==> src/rtl/arbiter_encoder.sv <==
// Round-robin arbiter for eight row requesters that drives a 3-bit row-select
// decoder address/valid pair, with a bounded hold time per grant.
module arbiter_encoder #(
  parameter int unsigned TIMEOUT = 15
) (
  input  logic       i_clk,
  input  logic       i_rst_n,
  input  logic [7:0] i_request,
  input  logic       i_done,
  output logic [2:0] o_k_address,
  output logic       o_valid,
  output logic [7:0] o_grant,
  output logic       o_timeout
);

  typedef enum logic [1:0] {
    IDLE,
    GRANT,
    RELEASE
  } state_t;

  localparam logic [7:0] TIMER_LAST = 8'(TIMEOUT - 1);

  state_t     state;
  logic [2:0] ptr;
  logic [7:0] timer;
  logic [2:0] pick;
  logic [2:0] idx;
  logic       any_req;

  // Walk the offsets from farthest to nearest so the closest set bit at or
  // after ptr is the one that survives.
  always_comb begin
    pick    = ptr;
    idx     = ptr;
    any_req = |i_request;
    for (int i = 7; i >= 0; i--) begin
      idx = ptr + 3'(i);
      if (i_request[idx]) begin
        pick = idx;
      end
    end
  end

  // RELEASE shares the arbitration path with IDLE; it exists only to force a
  // one-cycle gap with o_valid low between consecutive grants.
  always_ff @(posedge i_clk or negedge i_rst_n) begin
    if (!i_rst_n) begin
      state       <= IDLE;
      ptr         <= 3'd0;
      timer       <= 8'd0;
      o_k_address <= 3'd0;
      o_valid     <= 1'b0;
      o_grant     <= 8'h00;
      o_timeout   <= 1'b0;
    end else begin
      case (state)
        IDLE, RELEASE: begin
          o_timeout <= 1'b0;
          if (any_req) begin
            state       <= GRANT;
            o_k_address <= pick;
            o_valid     <= 1'b1;
            o_grant     <= 8'b1 << pick;
            timer       <= 8'd0;
          end else begin
            state   <= IDLE;
            o_valid <= 1'b0;
            o_grant <= 8'h00;
          end
        end
        GRANT: begin
          if (i_done || (timer == TIMER_LAST)) begin
            state     <= RELEASE;
            o_valid   <= 1'b0;
            o_grant   <= 8'h00;
            ptr       <= o_k_address + 3'd1;
            o_timeout <= ~i_done;
          end else begin
            timer <= timer + 8'd1;
          end
        end
        default: begin
          state     <= IDLE;
          o_valid   <= 1'b0;
          o_grant   <= 8'h00;
          o_timeout <= 1'b0;
        end
      endcase
    end
  end

endmodule
==> config.mk <==
export PLATFORM = sky130hd
export DESIGN_NAME = arbiter_encoder
export DESIGN_NICKNAME = d
export VERILOG_FILES = /design/src/rtl/arbiter_encoder.sv
export SDC_FILE = /design/constraint.sdc
export NUM_CORES = 1
export LEC_CHECK = 0
export ABC_AREA = 1
export ABC_CLOCK_PERIOD_IN_PS = 3300
export BUFFER_PORTS_ARGS = -buffer_cell sky130_fd_sc_hd__buf_4
export CAP_MARGIN = 30
export CORE_MARGIN = 5
export CORE_UTILIZATION = 45
export CTS_CLUSTER_DIAMETER = 120
export DETAILED_ROUTE_END_ITERATION = 7
export PLACE_DENSITY_LB_ADDON = 0.15
export SLEW_MARGIN = 20
export SYNTH_ARGS = -nofsm -noshare
export SYNTH_HDL_FRONTEND = slang
export SYNTH_SLANG_ARGS = --single-unit
==> constraint.sdc <==
create_clock -name i_clk -period 3.3 [get_ports i_clk]
set_clock_uncertainty 0.15 [all_clocks]
set_input_delay 0.66 -clock i_clk [delete_from_list [all_inputs] [get_ports i_clk]]
set_output_delay 0.66 -clock i_clk [all_outputs]
set_load 0.03 [all_outputs]
==> impl_metrics.ini, run 1 <==
[outcome]
status = finished, final reports clean

[sta]
maxSlewHeadroom = 0.6637
setup_viol = 0
min_period_over_period = 0.7591
slew_viol_final = 0
rsz0062_at_grt = no
fin_crit_ns = 2.505
finalHoldViolCount = 0
fmax_mhz = 399.2
tightest_slew_ns = 0.5044
setup_tns_ns = 0

[floorplan]
die_width_um = 74.37
initial_core_util = 0.4661
die_y_um = 74.37
row_count = 23
dieArea_sq_mm = 0.005530
io_pins = 24
design.core.area_sq_mm = 0.004000

[route]
wl_met2_um = 1820
dr_total_vias = 1631
top_layer = met4
drt_iter0_drc = 113
first_pass_iters = 4
vias_per_cell = 4.913
wl_met3_um = 139
final_antenna_net_count = 0
drc_errors = 0
m1WireLength_um = 2095
routed_wirelength_um = 4104
wl_per_cell_um = 12.36

[global_route]
grt_pass1_wl_um = 7417
grtUsageTotal = 0.1709
grt_overflow_total = 0
grt_pass1_vias = 1587
grt_max_degree = 26
antenna_found_initial = 0

[critical_path]
rrSetupSlack_ns = 0.80
crit_type = reg -> reg
critPathRequiredTime_ns = 3.31
cp_max_fo = 8
arrival_ns = 2.52
start_kind = flop
cp-end-kind = flop

[cells_and_area]
area_delta_synth_final_pct = 14.03
post-route-cell-area_sq_mm = 0.002126
drive_above_1_share = 0.2837
diodes = 0
fin_nets = 299
nFillCells = 395

[job]
max_cap_viol_count = 0

[clocking]
post_cts_buffers = 0
clkTransAtPathRegs_ns = 0.09
clockRootBuffer = clkbuf_8
ctsHoldBuffers = 0
cts_max_level = 1
clock_latency_ns = 0.27
numCtsBuffers = 3
cts_tree = yes
cts_max_path_buffers = 2
cts.sinks = 25
cts_resized = 0

[synth]
syn-cell-area_sq_mm = 0.001864
yosysUniqueCellTypes = 27
synth_seq_cells = 25
syn_avg_cell_area_sq_um = 7.254
syn_nets = 273
synth_cells = 257
ys.warnings.count = 0
ys_seq_area_frac = 0.3356

[placed_design]
hpwlAfterDp_um = 3363
place.port_buffers = 23
dpl_cell_area_sq_mm = 0.002077
place.gp.congestion = 0.8728

[hold_path]
worst_hold_path_type = in -> async
area by class of cell:
cell class	instances	area [sq um]	area share
Inverter	33	131.4	0.06180
Tap cell	50	62.56	0.02943
Sequential cell	25	625.6	0.2943
Clock inverter	1	7.507	0.003531
Clock buffer	3	41.29	0.01942
Timing Repair Buffer	25	187.7	0.08829
Multi-Input combinational cell	195	1070	0.5032
synthesized netlist by cell type, drive strengths merged:
cell type	count	share of area
nand2	97	0.24
nand3	39	0.13
inv	33	0.070
dfrtp	25	0.34
nor2	16	0.043
a21oi	12	0.032
o21ai	12	0.032
ha	5	0.034
nor3	4	0.011
buf	3	0.018
a31oi	2	0.0067
nand4	2	0.0067
nor4	2	0.0067
and3	1	0.0034
clkbuf	1	0.0020
nand3b	1	0.0040
xnor2	1	0.0047
xor2	1	0.015
routing by layer:
metal	vias to the layer above	global-route usage
li1	871	-
met1	732	0.2536
met2	22	0.2585
met3	6	0.02568
met4	0	0.04743
met5	-	0
final timing paths:
| path | start | to | cells past startpoint |
|---|---|---|---|
| max | ptr[1] | o_grant[7] | 16 |
| min | i_rst_n | timer[1] | 1 |
| max reg2reg | ptr[1] | o_grant[7] | 16 |
| min reg2reg | state[1] | o_timeout | 1 |
| max in group asynchronous | i_rst_n | o_k_address[2] | 1 |
| min in group i_clk | state[1] | o_timeout | 1 |
worst max-delay path, cell delays in order (launching register included):
cell and delay, ns:
dfrtp_1 0.45, inv_6 0.08, ha_1 0.40, inv_2 0.16
nand3_1 0.13, nand3_1 0.13, nand2_1 0.12, a31oi_1 0.16
nand2_1 0.07, nand2_1 0.05, nand2_1 0.05, nand2_1 0.07
nand2_2 0.08, nand2_1 0.12, inv_2 0.06, nand2_1 0.07
nand2_1 0.05
cell families after synthesis:
family	count (synthesis)	synth area share
adders and majority gates	5	0.03356
DFF	25	0.3356
and+or+nand+nor	162	0.4497
buffers and inverters	37	0.09060
xor gates and xnor gates	2	0.01947
AOI/OAI and AO/OA	26	0.07114
sequential cells by signal, summed over array words and instances (netlist names):
name / cells
o_timeout: 1
o_grant: 8
state: 2
ptr: 3
o_k_address: 3
timer: 8
cell usage in the layout, fill, tap and decap left out, drive strengths merged, types with 3 or more instances in the layout:
master,netlist,layout
nor3,4,4
buf,3,25
ha,5,5
o21ai,12,12
nand2,97,97
nor2,16,16
nand3,39,39
dfrtp,25,25
a21oi,12,12
inv,33,33
clkbuf,1,3
through the flow:
stage | std cells | hold slack, ns | worst slack (ns) | utilization
CTS | 332 | 0.1262 | 0.7949 | 0.5314
detailed placement | 328 | 0.2920 | 0.8278 | 0.5192
global route | 332 | 0.1243 | 0.5733 | 0.5314
floorplan | 257 | 0.2144 | 1.084 | -
global placement | 328 | 0.2818 | 0.8360 | 0.5192
finish | 332 | 0.1184 | 0.7951 | 0.5314
Power of run 1 is not shown: default switching activity piles up to over one toggle a cycle in this logic, so the estimate is an artifact.
==> run 2, diff against run 1 <==
--- a/config.mk
+++ b/config.mk
@@ -6,7 +6,7 @@
 export NUM_CORES = 1
 export LEC_CHECK = 0
 export ABC_AREA = 1
-export ABC_CLOCK_PERIOD_IN_PS = 3300
+export ABC_CLOCK_PERIOD_IN_PS = 2300
 export BUFFER_PORTS_ARGS = -buffer_cell sky130_fd_sc_hd__buf_4
 export CAP_MARGIN = 30
 export CORE_MARGIN = 5
==> constraint.sdc (replaced) <==
create_clock -name i_clk -period 2.3 [get_ports i_clk]
set_clock_uncertainty 0.15 [all_clocks]
set_input_delay 0.46 -clock i_clk [delete_from_list [all_inputs] [get_ports i_clk]]
set_output_delay 0.46 -clock i_clk [all_outputs]
set_load 0.03 [all_outputs]
==> run 2 against run 1 <==
Via count is 9.5% higher. Worst hold slack better by 0.082 ns. Register-to-register slack worse by 0.67 ns. Die area stayed put. Non-clock buffer count is 13 higher. Flip-flop and latch count stayed put. Cell count is 3.9% higher. Clock-buffer cell count stayed put. Setup slack worse by 0.67 ns. Wire length is 10% higher. Maximum frequency is 15% higher. Critical path type unchanged.
==> impl_metrics.ini, run 2 (synthesized netlist as in run 1, its figures left out) <==
[outcome]
status = finished, final reports clean

[sta]
tightest_slew_ns = 0.3175
setup_tns_ns = 0
maxSlewHeadroom = 0.7883
hold_slack_ns = 0.2007
finalHoldViolCount = 0
setup_viol = 0
rsz0062_at_grt = yes
worst_slack_ns = 0.1231
fin_crit_ns = 2.177
min_period_over_period = 0.9465
fmax_mhz = 459.4
slew_viol_final = 0

[cells_and_area]
drive_above_1_share = 0.3661
seqCellArea_sq_um = 626.9
diodes = 0
layout_commonest_cell = nand2_1
multiInputGateArea_sq_mm = 0.001164
most-common-layout-cells = nand2_1 (68), buf_4 (35), nand2_2 (24), nand3_1 (24), dfrtp_1 (24)
nFillCells = 384
largestRegisters = o_grant: 8 flops, timer: 8 flops
area_delta_synth_final_pct = 25.03
fin_nets = 312

[route]
drt_iter0_drc = 119
final_antenna_net_count = 0
dr_total_vias = 1786
routed_wirelength_um = 4518
vias_per_cell = 5.177
drc_errors = 0
first_pass_iters = 5
wl_per_cell_um = 13.10

[global_route]
grt_overflow_total = 0
grt_pass1_wl_um = 7631
antenna_found_initial = 0
grtUsageTotal = 0.1740
grt_max_degree = 26
grt_pass1_vias = 1744

[critical_path]
critPathRequiredTime_ns = 2.31
worstSetupStartpoint = timer[0]
cp_max_fo = 4
r2r-end = timer[7]
arrival_ns = 2.19
start_kind = flop
r2r_cells = 14
cp-end-kind = flop
r2r_start = timer[0]
cp-endpoint = timer[7]
crit_type = reg -> reg
rrSetupSlack_ns = 0.12

[clocking]
clkTransAtPathRegs_ns = 0.09
cts.sinks = 25
cts_tree = yes
clock_latency_ns = 0.27
numCtsBuffers = 3
cts_max_level = 1
cts_max_path_buffers = 2
clockRootBuffer = clkbuf_8

[floorplan]
die_y_um = 74.37
design.core.area_sq_mm = 0.004000
die_width_um = 74.37
dieArea_sq_mm = 0.005530
initial_core_util = 0.4661
io_pins = 24
row_count = 23

[job]
max_cap_viol_count = 0

[placed_design]
hpwlAfterDp_um = 3449
place.gp.congestion = 0.9326
place.port_buffers = 23
place_ws_ns = 0.03542

[hold_path]
worst_hold_path_type = in -> reg
-- run 2: worst max-delay path, cell delays in order (launching register included) --
cell     delay, ns
dfrtp_1       0.37
inv_1         0.09
ha_1          0.23
nand3_1       0.10
nor4_2        0.05
buf_4         0.14
nor2_1        0.08
nand2_1       0.10
nand2_2       0.12
and3_1        0.18
nand2_1       0.10
nor2_2        0.11
nand2_1       0.05
o21ai_0       0.15
nor2_1        0.06
-- run 2: worst min path at each step --
stage	slack (ns)	from	depth (start not counted)	to
5_1_grt	0.19	i_done	2	o_timeout
3_5_place_dp	0.23	i_rst_n	1	timer[4]
4_1_cts	0.19	i_done	2	o_timeout
3_3_place_gp	0.24	i_rst_n	1	timer[4]
2_1_floorplan	0.01	i_rst_n	0	o_grant[0]
6_report	0.20	i_done	2	o_timeout
-- run 2: layer usage --
| layer | track usage | share of wire | vias up | wire length [um] |
|---|---|---|---|---|
| met5 | 0 | 0 | - | 0 |
| li1 | - | - | 903 | - |
| met1 | 0.2268 | 0.47 | 824 | 2114 |
| met3 | 0.02703 | 0.045 | 12 | 202 |
| met2 | 0.2985 | 0.47 | 47 | 2101 |
| met4 | 0.04941 | 0.022 | 0 | 99 |
-- run 2: area by class of cell --
cell class / count / area share
Inverter: 33 / 0.05851
Timing Repair Buffer: 38 / 0.1267
Clock buffer: 3 / 0.01771
Tap cell: 50 / 0.02684
Sequential cell: 25 / 0.2689
Clock inverter: 1 / 0.002147
Multi-Input combinational cell: 195 / 0.4992
-- run 2: repair_timing --
action | CTS | global route
hold endpoints to repair | 25 | 0
endpoints found under the setup margin | 0 | 12
buffers inserted | 0 | 4
hold buffers | 1 | 0
resized for setup | 0 | 25
-- run 2: metrics by stage --
stage	area, sq um	util	cells
final	2331	0.5827	345
after global routing	2331	0.5827	345
after CTS	2201	0.5502	342
after detailed placement	2145	0.5361	337
after global placement	2145	0.5361	337
after floorplan	1864	-	257
Power of run 2 is left out for the same reason.
==> run 3, diff against run 2 <==
--- a/config.mk
+++ b/config.mk
@@ -10,7 +10,7 @@
 export BUFFER_PORTS_ARGS = -buffer_cell sky130_fd_sc_hd__buf_4
 export CAP_MARGIN = 30
 export CORE_MARGIN = 5
-export CORE_UTILIZATION = 45
+export CORE_UTILIZATION = 42
 export CTS_CLUSTER_DIAMETER = 120
 export DETAILED_ROUTE_END_ITERATION = 7
 export PLACE_DENSITY_LB_ADDON = 0.15
==> run 3 against run 2 <==
Wire length decreased by 0.51%. Register-to-register slack barely moved. Sequential share of layout area down 0.18 points. Highest routed layer unchanged.
==> impl_metrics.ini, run 3 (synthesized netlist as in run 1, its figures left out) <==
[critical_path]
cp_max_fo = 5
critPathRequiredTime_ns = 2.32
r2r_start = ptr[0]
rrSetupSlack_ns = 0.12
cp-end-kind = flop
crit_type = reg -> reg
start_kind = flop
r2r_cells = 18
arrival_ns = 2.20
r2r-end = o_grant[7]

[placed_design]
hpwlAfterDp_um = 3368
place.port_buffers = 23
place.gp.congestion = 0.9132
dp.cells = 338

[sta]
fmax_mhz = 458.9
maxSlewHeadroom = 0.7893
slew_viol_final = 0
setup_viol = 0
rsz0062_at_grt = yes
setup_tns_ns = 0
tightest_slew_ns = 0.3161
hold_slack_ns = 0.1900
finalHoldViolCount = 0
fin_crit_ns = 2.179
min_period_over_period = 0.9474

[floorplan]
dieArea_sq_mm = 0.005871
io_pins = 24
die_y_um = 76.63
row_count = 24
initial_core_util = 0.4311
design.core.area_sq_mm = 0.004324
die_width_um = 76.63

[route]
final_antenna_net_count = 0
drc_errors = 0
first_pass_iters = 4
routed_wirelength_um = 4495
dr_total_vias = 1751
drt_iter0_drc = 101
wl_per_cell_um = 12.92
vias_per_cell = 5.032

[cells_and_area]
final_cells = 348
most-common-layout-cells = nand2_1 (68), buf_4 (36), nand2_2 (24), nand3_1 (23), dfrtp_1 (23)
fin_nets = 313
area_delta_synth_final_pct = 26.11
layout_commonest_cell = nand2_1
diodes = 0
drive_above_1_share = 0.3716
largestRegisters = o_grant: 8 flops, timer: 8 flops
nFillCells = 447

[clocking]
cts_max_path_buffers = 2
clock_latency_ns = 0.27
clockRootBuffer = clkbuf_8
cts_max_level = 1
cts_tree = yes
cts.sinks = 25
numCtsBuffers = 3
clkTransAtPathRegs_ns = 0.09

[hold_path]
hp-start = i_done
worst_hold_path_type = in -> reg
min_path_cells = 2
worstHoldEndpoint = o_timeout

[outcome]
status = finished, final reports clean

[job]
max_cap_viol_count = 0

[global_route]
grt_pass1_vias = 1704
grtUsageTotal = 0.1552
antenna_found_initial = 0
grt_pass1_wl_um = 7762
grt_overflow_total = 0
grt_max_degree = 26
## run 3: cell types whose count changed in the layout (fill, tap and decap cells not counted)
cell | previous run | this run
dfrtp_2 | 1 | 2
inv_4 | 1 | 2
nand3_4 | 2 | 3
o21ai_0 | 10 | 9
dfrtp_1 | 24 | 23
inv_2 | 8 | 7
o21ai_1 | 2 | 3
nand3_1 | 24 | 23
nor4_1 | 1 | 2
buf_4 | 35 | 36
nor4_2 | 1 | 0
## run 3: layout make-up
class / count / area (sq um) / area share
multi-input cells: 195 / 1170 / 0.4976
repair buffers: 39 / 302.8 / 0.1288
clock buffers: 3 / 41.29 / 0.01756
inverters: 33 / 138.9 / 0.05907
well taps: 52 / 65.06 / 0.02767
clock inverters: 1 / 5.005 / 0.002129
flip-flops and latches: 25 / 628.1 / 0.2672
## run 3: how the worst max path moves through the flow
stage,start,to,depth (start not counted)
after floorplan,ptr[1],o_grant[4],17
after global placement,ptr[0],o_grant[6],14
after detailed placement,ptr[0],o_grant[4],16
after CTS,ptr[1],o_grant[7],19
after global routing,ptr[1],o_grant[6],18
final,ptr[0],o_grant[7],18
## run 3: per-stage QoR
stage	cell area, sq um	setup slack [ns]	utilization
final	2351	0.1210	0.5437
after global placement	2140	0.02780	0.4948
after detailed placement	2140	-0.02718	0.4948
after global routing	2351	-0.03219	0.5437
after CTS	2213	0.02436	0.5119
after floorplan	1864	0.08379	-
## run 3: timing repair
action,4_1_cts,5_1_grt
hold buffers,1,0
buffers inserted,2,3
endpoints found under the hold margin,25,0
endpoints found under the setup margin,7,12
resized for setup,1,28
pin swaps,0,10
## run 3: worst max-delay path, cell delays in order (launching register included)
cell     delay [ns]
dfrtp_1        0.41
buf_4          0.16
ha_4           0.17
xor2_4         0.20
nand3_2        0.13
nand2_2        0.12
inv_2          0.03
nand2_1        0.05
nand2_1        0.05
nand2_1        0.05
nand2_1        0.05
nand2_2        0.08
nand2_2        0.05
nand2_2        0.07
nand2_4        0.09
inv_4          0.07
nor2_4         0.03
nand2_1        0.05
nand2_1        0.05
## run 3: layer usage
layer / share of wire / up-vias / track usage
li1: - / 905 / -
met1: 0.48 / 798 / 0.2088
met2: 0.45 / 40 / 0.2457
met3: 0.049 / 8 / 0.02837
met4: 0.020 / 0 / 0.05944
met5: 0 / - / 0
Power of run 3 is left out for the same reason.
